`src/rtl/ex_muldiv_unit_if.sv`:
```
// EX-stage to multiply/divide unit connection: operation request, HI/LO moves,
// and the unit's status and HI/LO register outputs.
interface ex_muldiv_unit_if;
  logic        start;
  logic [1:0]  op;
  logic [31:0] rs_val;
  logic [31:0] rt_val;
  logic        hilo_read;
  logic        mthi;
  logic        mtlo;
  logic        busy;
  logic        done;
  logic        stall;
  logic [31:0] hi;
  logic [31:0] lo;

  modport master (
    output start, op, rs_val, rt_val, hilo_read, mthi, mtlo,
    input  busy, done, stall, hi, lo
  );

  modport slave (
    input  start, op, rs_val, rt_val, hilo_read, mthi, mtlo,
    output busy, done, stall, hi, lo
  );
endinterface

```
`src/rtl/ex_muldiv_unit.sv`:
```
// Iterative 32x32 multiply / 32/32 divide unit with architectural HI/LO,
// one bit per cycle, raising stall while HI/LO are not yet valid.
module ex_muldiv_unit (
  input  logic            clk,
  input  logic            reset,
  ex_muldiv_unit_if.slave bus
);

  typedef enum logic [1:0] {IDLE, RUN, FIX} state_t;

  state_t      state;
  state_t      state_next;
  logic [4:0]  count;
  logic [63:0] acc;
  logic [31:0] opb_mag;
  logic [31:0] rs_raw;
  logic        is_div;
  logic        is_signed;
  logic        neg_a;
  logic        neg_b;
  logic [31:0] hi_reg;
  logic [31:0] lo_reg;
  logic        done_reg;

  logic        in_signed;
  logic [31:0] mag_a;
  logic [31:0] mag_b;
  logic [32:0] mul_sum;
  logic [63:0] mul_next;
  logic [32:0] div_shift;
  logic [31:0] div_diff;
  logic        div_ge;
  logic [63:0] div_next;
  logic [63:0] prod;
  logic [31:0] fix_hi;
  logic [31:0] fix_lo;

  always_ff @(posedge clk or posedge reset) begin
    if (reset) state <= IDLE;
    else       state <= state_next;
  end

  always_comb begin
    state_next = state;
    case (state)
      IDLE:    if (bus.start) state_next = RUN;
      RUN:     if (count == 5'd31) state_next = FIX;
      FIX:     state_next = IDLE;
      default: state_next = IDLE;
    endcase
  end

  // Both operations start from acc = {0, |rs|}: multiply shifts the multiplier
  // out of the low half, divide shifts the dividend into the remainder half.
  always_comb begin
    in_signed = ~bus.op[0];
    mag_a     = (in_signed && bus.rs_val[31]) ? (32'd0 - bus.rs_val) : bus.rs_val;
    mag_b     = (in_signed && bus.rt_val[31]) ? (32'd0 - bus.rt_val) : bus.rt_val;

    mul_sum   = {1'b0, acc[63:32]} + {1'b0, opb_mag};
    mul_next  = acc[0] ? {mul_sum, acc[31:1]} : {1'b0, acc[63:1]};

    div_shift = {acc[63:32], acc[31]};
    div_diff  = div_shift[31:0] - opb_mag;
    div_ge    = (div_shift >= {1'b0, opb_mag});
    div_next  = div_ge ? {div_diff, acc[30:0], 1'b1}
                       : {div_shift[31:0], acc[30:0], 1'b0};
  end

  always_comb begin
    prod   = (is_signed && (neg_a ^ neg_b)) ? (64'd0 - acc) : acc;
    fix_hi = prod[63:32];
    fix_lo = prod[31:0];
    if (is_div) begin
      if (opb_mag == 32'd0) begin
        fix_hi = rs_raw;
        fix_lo = 32'hFFFF_FFFF;
      end else begin
        fix_lo = (is_signed && (neg_a ^ neg_b)) ? (32'd0 - acc[31:0]) : acc[31:0];
        fix_hi = (is_signed && neg_a) ? (32'd0 - acc[63:32]) : acc[63:32];
      end
    end
  end

  always_ff @(posedge clk or posedge reset) begin
    if (reset) begin
      count     <= 5'd0;
      acc       <= 64'd0;
      opb_mag   <= 32'd0;
      rs_raw    <= 32'd0;
      is_div    <= 1'b0;
      is_signed <= 1'b0;
      neg_a     <= 1'b0;
      neg_b     <= 1'b0;
      hi_reg    <= 32'd0;
      lo_reg    <= 32'd0;
      done_reg  <= 1'b0;
    end else begin
      done_reg <= 1'b0;
      case (state)
        IDLE: begin
          if (bus.start) begin
            count     <= 5'd0;
            acc       <= {32'd0, mag_a};
            opb_mag   <= mag_b;
            rs_raw    <= bus.rs_val;
            is_div    <= bus.op[1];
            is_signed <= in_signed;
            neg_a     <= in_signed & bus.rs_val[31];
            neg_b     <= in_signed & bus.rt_val[31];
          end else begin
            if (bus.mthi) hi_reg <= bus.rs_val;
            if (bus.mtlo) lo_reg <= bus.rs_val;
          end
        end
        RUN: begin
          acc   <= is_div ? div_next : mul_next;
          count <= count + 5'd1;
        end
        FIX: begin
          hi_reg   <= fix_hi;
          lo_reg   <= fix_lo;
          done_reg <= 1'b1;
        end
        default: ;
      endcase
    end
  end

  assign bus.busy  = (state != IDLE);
  assign bus.done  = done_reg;
  assign bus.stall = bus.busy & (bus.start | bus.hilo_read | bus.mthi | bus.mtlo);
  assign bus.hi    = hi_reg;
  assign bus.lo    = lo_reg;

endmodule

```
`src/flat_wrapper.sv`:
```
// flat-port wrapper written by rule: the top's interface ports become plain ports
module ex_muldiv_unit_flat 
  (clk, reset, bus_start, bus_op, bus_rs_val, bus_rt_val, bus_hilo_read, bus_mthi, bus_mtlo, bus_busy, bus_done, bus_stall, bus_hi, bus_lo);
  ex_muldiv_unit_if bus_i ();
  input  logic clk;
  input  logic reset;
  input wire logic [$bits(bus_i.start)-1:0] bus_start;
  input wire logic [$bits(bus_i.op)-1:0] bus_op;
  input wire logic [$bits(bus_i.rs_val)-1:0] bus_rs_val;
  input wire logic [$bits(bus_i.rt_val)-1:0] bus_rt_val;
  input wire logic [$bits(bus_i.hilo_read)-1:0] bus_hilo_read;
  input wire logic [$bits(bus_i.mthi)-1:0] bus_mthi;
  input wire logic [$bits(bus_i.mtlo)-1:0] bus_mtlo;
  output wire logic [$bits(bus_i.busy)-1:0] bus_busy;
  output wire logic [$bits(bus_i.done)-1:0] bus_done;
  output wire logic [$bits(bus_i.stall)-1:0] bus_stall;
  output wire logic [$bits(bus_i.hi)-1:0] bus_hi;
  output wire logic [$bits(bus_i.lo)-1:0] bus_lo;
  assign bus_i.start = bus_start;
  assign bus_i.op = bus_op;
  assign bus_i.rs_val = bus_rs_val;
  assign bus_i.rt_val = bus_rt_val;
  assign bus_i.hilo_read = bus_hilo_read;
  assign bus_i.mthi = bus_mthi;
  assign bus_i.mtlo = bus_mtlo;
  assign bus_busy = bus_i.busy;
  assign bus_done = bus_i.done;
  assign bus_stall = bus_i.stall;
  assign bus_hi = bus_i.hi;
  assign bus_lo = bus_i.lo;
  ex_muldiv_unit u_core (.clk(clk), .reset(reset), .bus(bus_i));
endmodule
```
`config.mk`:
```
export PLATFORM = sky130hd
export DESIGN_NAME = ex_muldiv_unit_flat
export DESIGN_NICKNAME = d
export VERILOG_FILES = /design/src/rtl/ex_muldiv_unit_if.sv /design/src/rtl/ex_muldiv_unit.sv /design/src/flat_wrapper.sv
export SDC_FILE = /design/constraint.sdc
export NUM_CORES = 1
export LEC_CHECK = 0
export BUFFER_PORTS_ARGS = -buffer_cell sky130_fd_sc_hd__buf_4
export CELL_PAD_IN_SITES_DETAIL_PLACEMENT = 1
export CELL_PAD_IN_SITES_GLOBAL_PLACEMENT = 2
export CORE_MARGIN = 2
export CORE_UTILIZATION = 40
export DETAILED_ROUTE_END_ITERATION = 8
export PLACE_DENSITY = 0.85
export SYNTH_ARGS = -nofsm -noshare
export SYNTH_HDL_FRONTEND = slang
export SYNTH_SLANG_ARGS = --single-unit
```
`constraint.sdc`:
```
create_clock -name clk -period 11.9 [get_ports clk]
set_clock_uncertainty 0.2 [all_clocks]
set_input_delay 0 -clock clk [delete_from_list [all_inputs] [get_ports clk]]
set_output_delay 0 -clock clk [all_outputs]
set_load 0.005 [all_outputs]
```
# Word level (Yosys, flattened, before mapping)
# Cells that the tools add are included.
# word_totals
ff_bits,204
inputBits,72
elab_cells,77
# classes
add_sub_neg,8
n_eq_ne,8
magnitude_cmp,1
muxes,26
bitwise,8
reduce_logical,14
# op_table
operator,n
$mux W32,12
$mux W64,5
$pmux W32 S2,2
$pmux W64 S2,1
$sub A1 B32 Y32 const A,4
$sub A1 B64 Y64 const A,1
$add A32 B32 Y33,1
$ge A33 B32 Y1,1
$logic_not A32 Y1,1
$sub A32 B32 Y32,1
$pmux W5 S2,1
$ne A2 B2 Y1 const B,4
$reduce_and A2 Y1,3
$reduce_and A3 Y1,2
$reduce_bool A2 Y1,3
$add A5 B1 Y5 const B,1
$eq A5 B5 Y1 const B,1
$mux W5,1
$logic_and A1 B1 Y1,4
$mux W2,2
$pmux W2 S2,1
$and A1 B1 Y1,3
$or A1 B1 Y1,3
$eq A2 B1 Y1 const B,1
6 further kinds,6

# Depth between registers and ports, before layout
# logic_depth
word_depth,6
depth_mapped,14
mapped_depth_nobuf,13

# Worst setup path after synthesis
# Ideal clock, no wire load.
# synth_timing
path_type,register to register
from,register u_core.acc[32]
to,register u_core.acc[61]
period_less_slack_ns,3.206
stages_incl_launch_ff,13
path_slack_ns,8.694
arrival_ns,2.919
t_required_ns,11.613
path_cell_list,dfrtp_1 -> ha_1 -> inv_1 -> fa_1 -> nand2b_1 -> a21o_1 -> a31o_2 -> o21ai_0 -> a211o_1 -> a41oi_1 -> o31ai_1 -> mux2_2 -> a22oi_1
# synth_via
elab_chain_len,4
elab_cells_between_ends,7
cone_classes,add/sub (2); order compare (1); mux (4)
# synth_lines
element,line_no,text
from (decl),ex_muldiv_unit.sv:14,logic [63:0] acc;
from (signal assigned),ex_muldiv_unit.sv:104,"acc <= {32'd0, mag_a};"
from (signal assigned),ex_muldiv_unit.sv:117,acc <= is_div ? div_next : mul_next;
"$add A32 B32 Y33, or another cell as far along",ex_muldiv_unit.sv:60,"mul_sum = {1'b0, acc[63:32]} + {1'b0, opb_mag};"
$mux W64 (on tied branches),"ex_muldiv_unit.sv:61, ex_muldiv_unit.sv:66",
$mux W64 (*),ex_muldiv_unit.sv:117,
$pmux W64 S2 (*),ex_muldiv_unit.sv:100,case (state)
# Mark *: on every way between the ends. The rest lies on a longest branch, timed or not.
# A chain may end at the register's enable or synchronous reset.

# Final worst setup path
# layout_timing
from,register u_core.acc[0]
to,register u_core.hi_reg[17] (netlist: u_core.bus.hi[17])
# layout_via
elab_chain_len,4
# layout_lines
element,line_no,text
$sub A1 B64 Y64,ex_muldiv_unit.sv:71,prod = (is_signed && (neg_a ^ neg_b)) ? (64'd0 - acc) : acc;
$mux W64,ex_muldiv_unit.sv:71,
$mux W32,ex_muldiv_unit.sv:74,if (is_div) begin
$pmux W32 S2,ex_muldiv_unit.sv:100,
to (signal assigned),ex_muldiv_unit.sv:112,if (bus.mthi) hi_reg <= bus.rs_val;
to (signal assigned),ex_muldiv_unit.sv:121,hi_reg <= fix_hi;
to (decl),ex_muldiv_unit.sv:21,logic [31:0] hi_reg;
# Every way passes these cells.

==> results by group <==
Run status
  – Status: finished, violations left
  – Failing checks: capacitance limit, slew limit

Synthesis
  – Cells after Synth: 2138
  – Main combinational cell family by area after synthesis: compound AO/OA/AOI/OAI gates
  – Mapped Area: 0.01687 mm2
  – Cell taking the most area after synthesis: dfrtp_1
  – Most instantiated library cell after synthesis: nand2_1
  – Most used DFF post-synth: dfrtp_1
  – Area contributors post-synth: dfrtp_1 30%, nand2_1 6.1%, a21oi_1 6.1%, xnor2_1 5.5%, ha_1 5.2%
  – Yosys cell types: 80
  – Seq cells post-synth: 204
  – Compound-Gate Fraction of Synth Area: 25.06%
  – Synth top area share: 30.25%
  – Yosys warns: 0
  – Synth cell count leaders: 274 x nand2_1, 204 x a21oi_1, 204 x dfrtp_1
  – Fraction of registers with async set/reset: 100.0%
  – Mux share of post-synthesis cell area: 5.020%
  – Number of synthesized flops with an enable pin: 0
  – Syn Area/Cell: 7.892 um2
  – Sequential fraction of the synthesis area: 30.25%
  – Adder-Cell Fraction of Synth Area: 5.428%
  – Post-synth net total: 2282
  – Xor and xnor area share after synthesis: 9.862%
  – Synth Area in Simple Gates: 18.71%

Worst setup path
  – Crit-path max FO: 11
  – CP Class: reg2reg
  – Cells along the critical path: or4_1, nor4_1, nand2_1, nor2_1, a31o_2, xor2_1, a221oi_1
  – R2R depth: 7
  – R2R Setup Slk: 7.57 ns
  – Worst path bufs/invs: 0
  – R2r startpoint: u_core.acc[0]$_DFFE_PP0P_
  – Startpoint class of the critical path: register
  – Endpoint of the worst register-to-register path: u_core.bus.hi[17]$_DFFE_PP0P_
  – Critical path capture point type: register
  – Critical Path Start: u_core.acc[0]$_DFFE_PP0P_
  – Critical Path RT: 12.06 ns
  – CP max stage delay: 0.91 ns
  – Max stage delay cell, worst path: nor2_1
  – Kind of cell adding the most delay to the critical path: simple AND/OR/NAND/NOR gates
  – Crit path DAT: 4.49 ns

Clock network
  – Max Buffers Root-to-Sink: 3
  – Reg clk slew, reported paths: 0.06 ns
  – CTS Sinks: 204
  – Cts hold-fix bufs: 125
  – CTS tree: done
  – PostCTS Resize Cnt: 0
  – Htree depth: 1
  – CTS Root Cell: clkbuf_16
  – Post-CTS setup repair buffer count: 0
  – CTS buffer count: 27
  – Clock latency on the worst-skew pair: 0.58 ns

STA
  – Setup TNS Final: 0 ns
  – Final setup viols: 0
  – Max Clock Freq: 231.0 MHz
  – Worst-Margin Slew: 1.500 ns
  – Fin crit period: 4.329 ns
  – Slew headroom: -0.3685%
  – Hold_ws: 0.08878 ns
  – Fin. max-slew vios: 14
  – Final Hold Fails: 0
  – Tcrit/Tclk final: 36.38%
  – RSZ-0062 raised after global routing: false

Floorplanning
  – Num ports: 139
  – DIE AREA: 0.04384 mm2
  – Initial Util: 40.41%
  – Row cnt: 75
  – Area of the core: 0.04176 mm2
  – Die width: 209.4 um
  – Die height: 209.4 um

Global route
  – Global-route wire length before repair: 105.4 mm
  – Overall Global Routing Usage: 30.51%
  – Largest net degree at the start of global routing: 90
  – Total gr overflow: 0
  – Vias in the first global route: 17948
  – Initial antenna violation count: 0

Power and ir drop
  – Leakage power: 8.445 nW
  – Peak VDD IR: 151.6 uV
  – Power, Total: 6.654 mW
  – Power Density: 329.8 mW/mm2

Detailed routing
  – Routed vias: 17264
  – Detailed Routing Iterations Pass 1: 5
  – Post-route DRC: 0
  – Post-DRT Antenna Nets: 0
  – Avg WL per Cell: 23.86 um
  – Vias per cell: 6.103
  – DRT iter0 DRCs: 1155
  – Post-Route WL: 67.50 mm

Final layout
  – Layout fillers: 4992
  – Share of cells above drive strength 1: 10.44%
  – Number of flip-flops in the largest register: 64
  – Area grow syn2layout: 19.58%
  – Multi-input logic area: 0.01085 mm2
  – Post-Layout Cell Count: 2829
  – Post-layout net count: 2420
  – Total area of sequential cells: 0.005110 mm2
  – Inserted Diodes: 0
  – Reg with most FFs: u_core.acc
  – Post-route cell area: 0.02018 mm2

Placed design
  – Port Buffer Count: 138
  – Post-DP Area: 0.01811 mm2
  – HPWL Detailed: 47.77 mm
  – Placed Cells: 2661
  – Final GP Congestion: 0.8912

Min path
  – Min-delay worst type: in2reg
  – Hold path depth: 4
  – Hold Startpoint: bus_rs_val[1]
  – Hold Path End: u_core.bus.hi[1]$_DFFE_PP0P_

Run
  – Total of max-cap violations: 1
==> cell usage in the layout (no fill, tap or decap), types with 27 or more instances in the layout <==
cell type and instances:
xor2_1 84, ha_1 70, buf_4 161, clkbuf_16 27
nand2_1 273, nand3_1 40, a22oi_1 30, a31oi_1 35
inv_1 69, mux2i_1 79, a21o_1 30, dfrtp_1 202
nor4_1 27, a21oi_1 204, a211oi_1 40, dlygate4sd3_1 125
nor2_1 136, xnor2_1 106, o21ai_0 153, nor3_1 47
==> worst reg2reg max path: stages, from the launching register on <==
cell and delay [ns]:
dfrtp_2 0.50, or4_1 0.60, nor4_1 0.69, nand2_1 0.51, nor2_1 0.92, a31o_2 0.29
xor2_1 0.26, a221oi_1 0.14
==> cell families (layout without fill, tap and decap cells) <==
logic type / after synthesis / count (layout)
compound gates: 671 / 671
simple gates: 670 / 670
mux: 84 / 84
fa+ha+maj: 72 / 72
xor+xnor: 190 / 190
buf+inv: 247 / 399
flops: 204 / 204
==> per-stage QoR <==
| stage | setup slack [ns] | util, % |
|---|---|---|
| 2_1_floorplan | 6.133 | - |
| 3_3_place_gp | 7.774 | 43.38 |
| 3_5_place_dp | 7.717 | 43.38 |
| 4_1_cts | 7.702 | 48.32 |
| 5_1_grt | 7.370 | 48.32 |
| 6_report | 7.571 | 48.32 |
==> layout make-up <==
| type | instances | area share [%] |
|---|---|---|
| multi-input cells | 1687 | 53.77 |
| repair buffers | 286 | 12.19 |
| flip-flops and latches | 204 | 25.32 |
| inverters | 70 | 1.339 |
| clock buffers | 39 | 3.720 |
| clock inverters | 4 | 0.3100 |
| well taps | 539 | 3.342 |
==> power breakdown <==
group	leakage, nW	total [mW]	switching (mW)	internal [mW]
clock	0.393	0.795	0.339	0.455
sequential	2.41	1.62	0.569	1.05
combinational	5.64	4.24	2.46	1.78
==> how the worst max path moves through the flow <==
| stage | to | slack, ns | cells past startpoint |
|---|---|---|---|
| floorplan | u_core.acc[0]$_DFFE_PP0P_ | 6.13 | 1 |
| global placement | u_core.bus.hi[26]$_DFFE_PP0P_ | 7.77 | 9 |
| detailed placement | u_core.bus.hi[31]$_DFFE_PP0P_ | 7.72 | 9 |
| CTS | u_core.bus.hi[26]$_DFFE_PP0P_ | 7.70 | 9 |
| global route | u_core.bus.hi[13]$_DFFE_PP0P_ | 7.37 | 8 |
| finish | u_core.bus.hi[17]$_DFFE_PP0P_ | 7.57 | 7 |
==> per-layer routing <==
metal	part of all wire, %	GRT usage, %	vias up
li1	-	-	7947
met1	45	41.82	8696
met2	46	49.44	508
met3	5.6	4.564	113
met4	3.1	10.02	0
met5	0	0	-
Note: power is estimated with default switching activity, not from simulation.
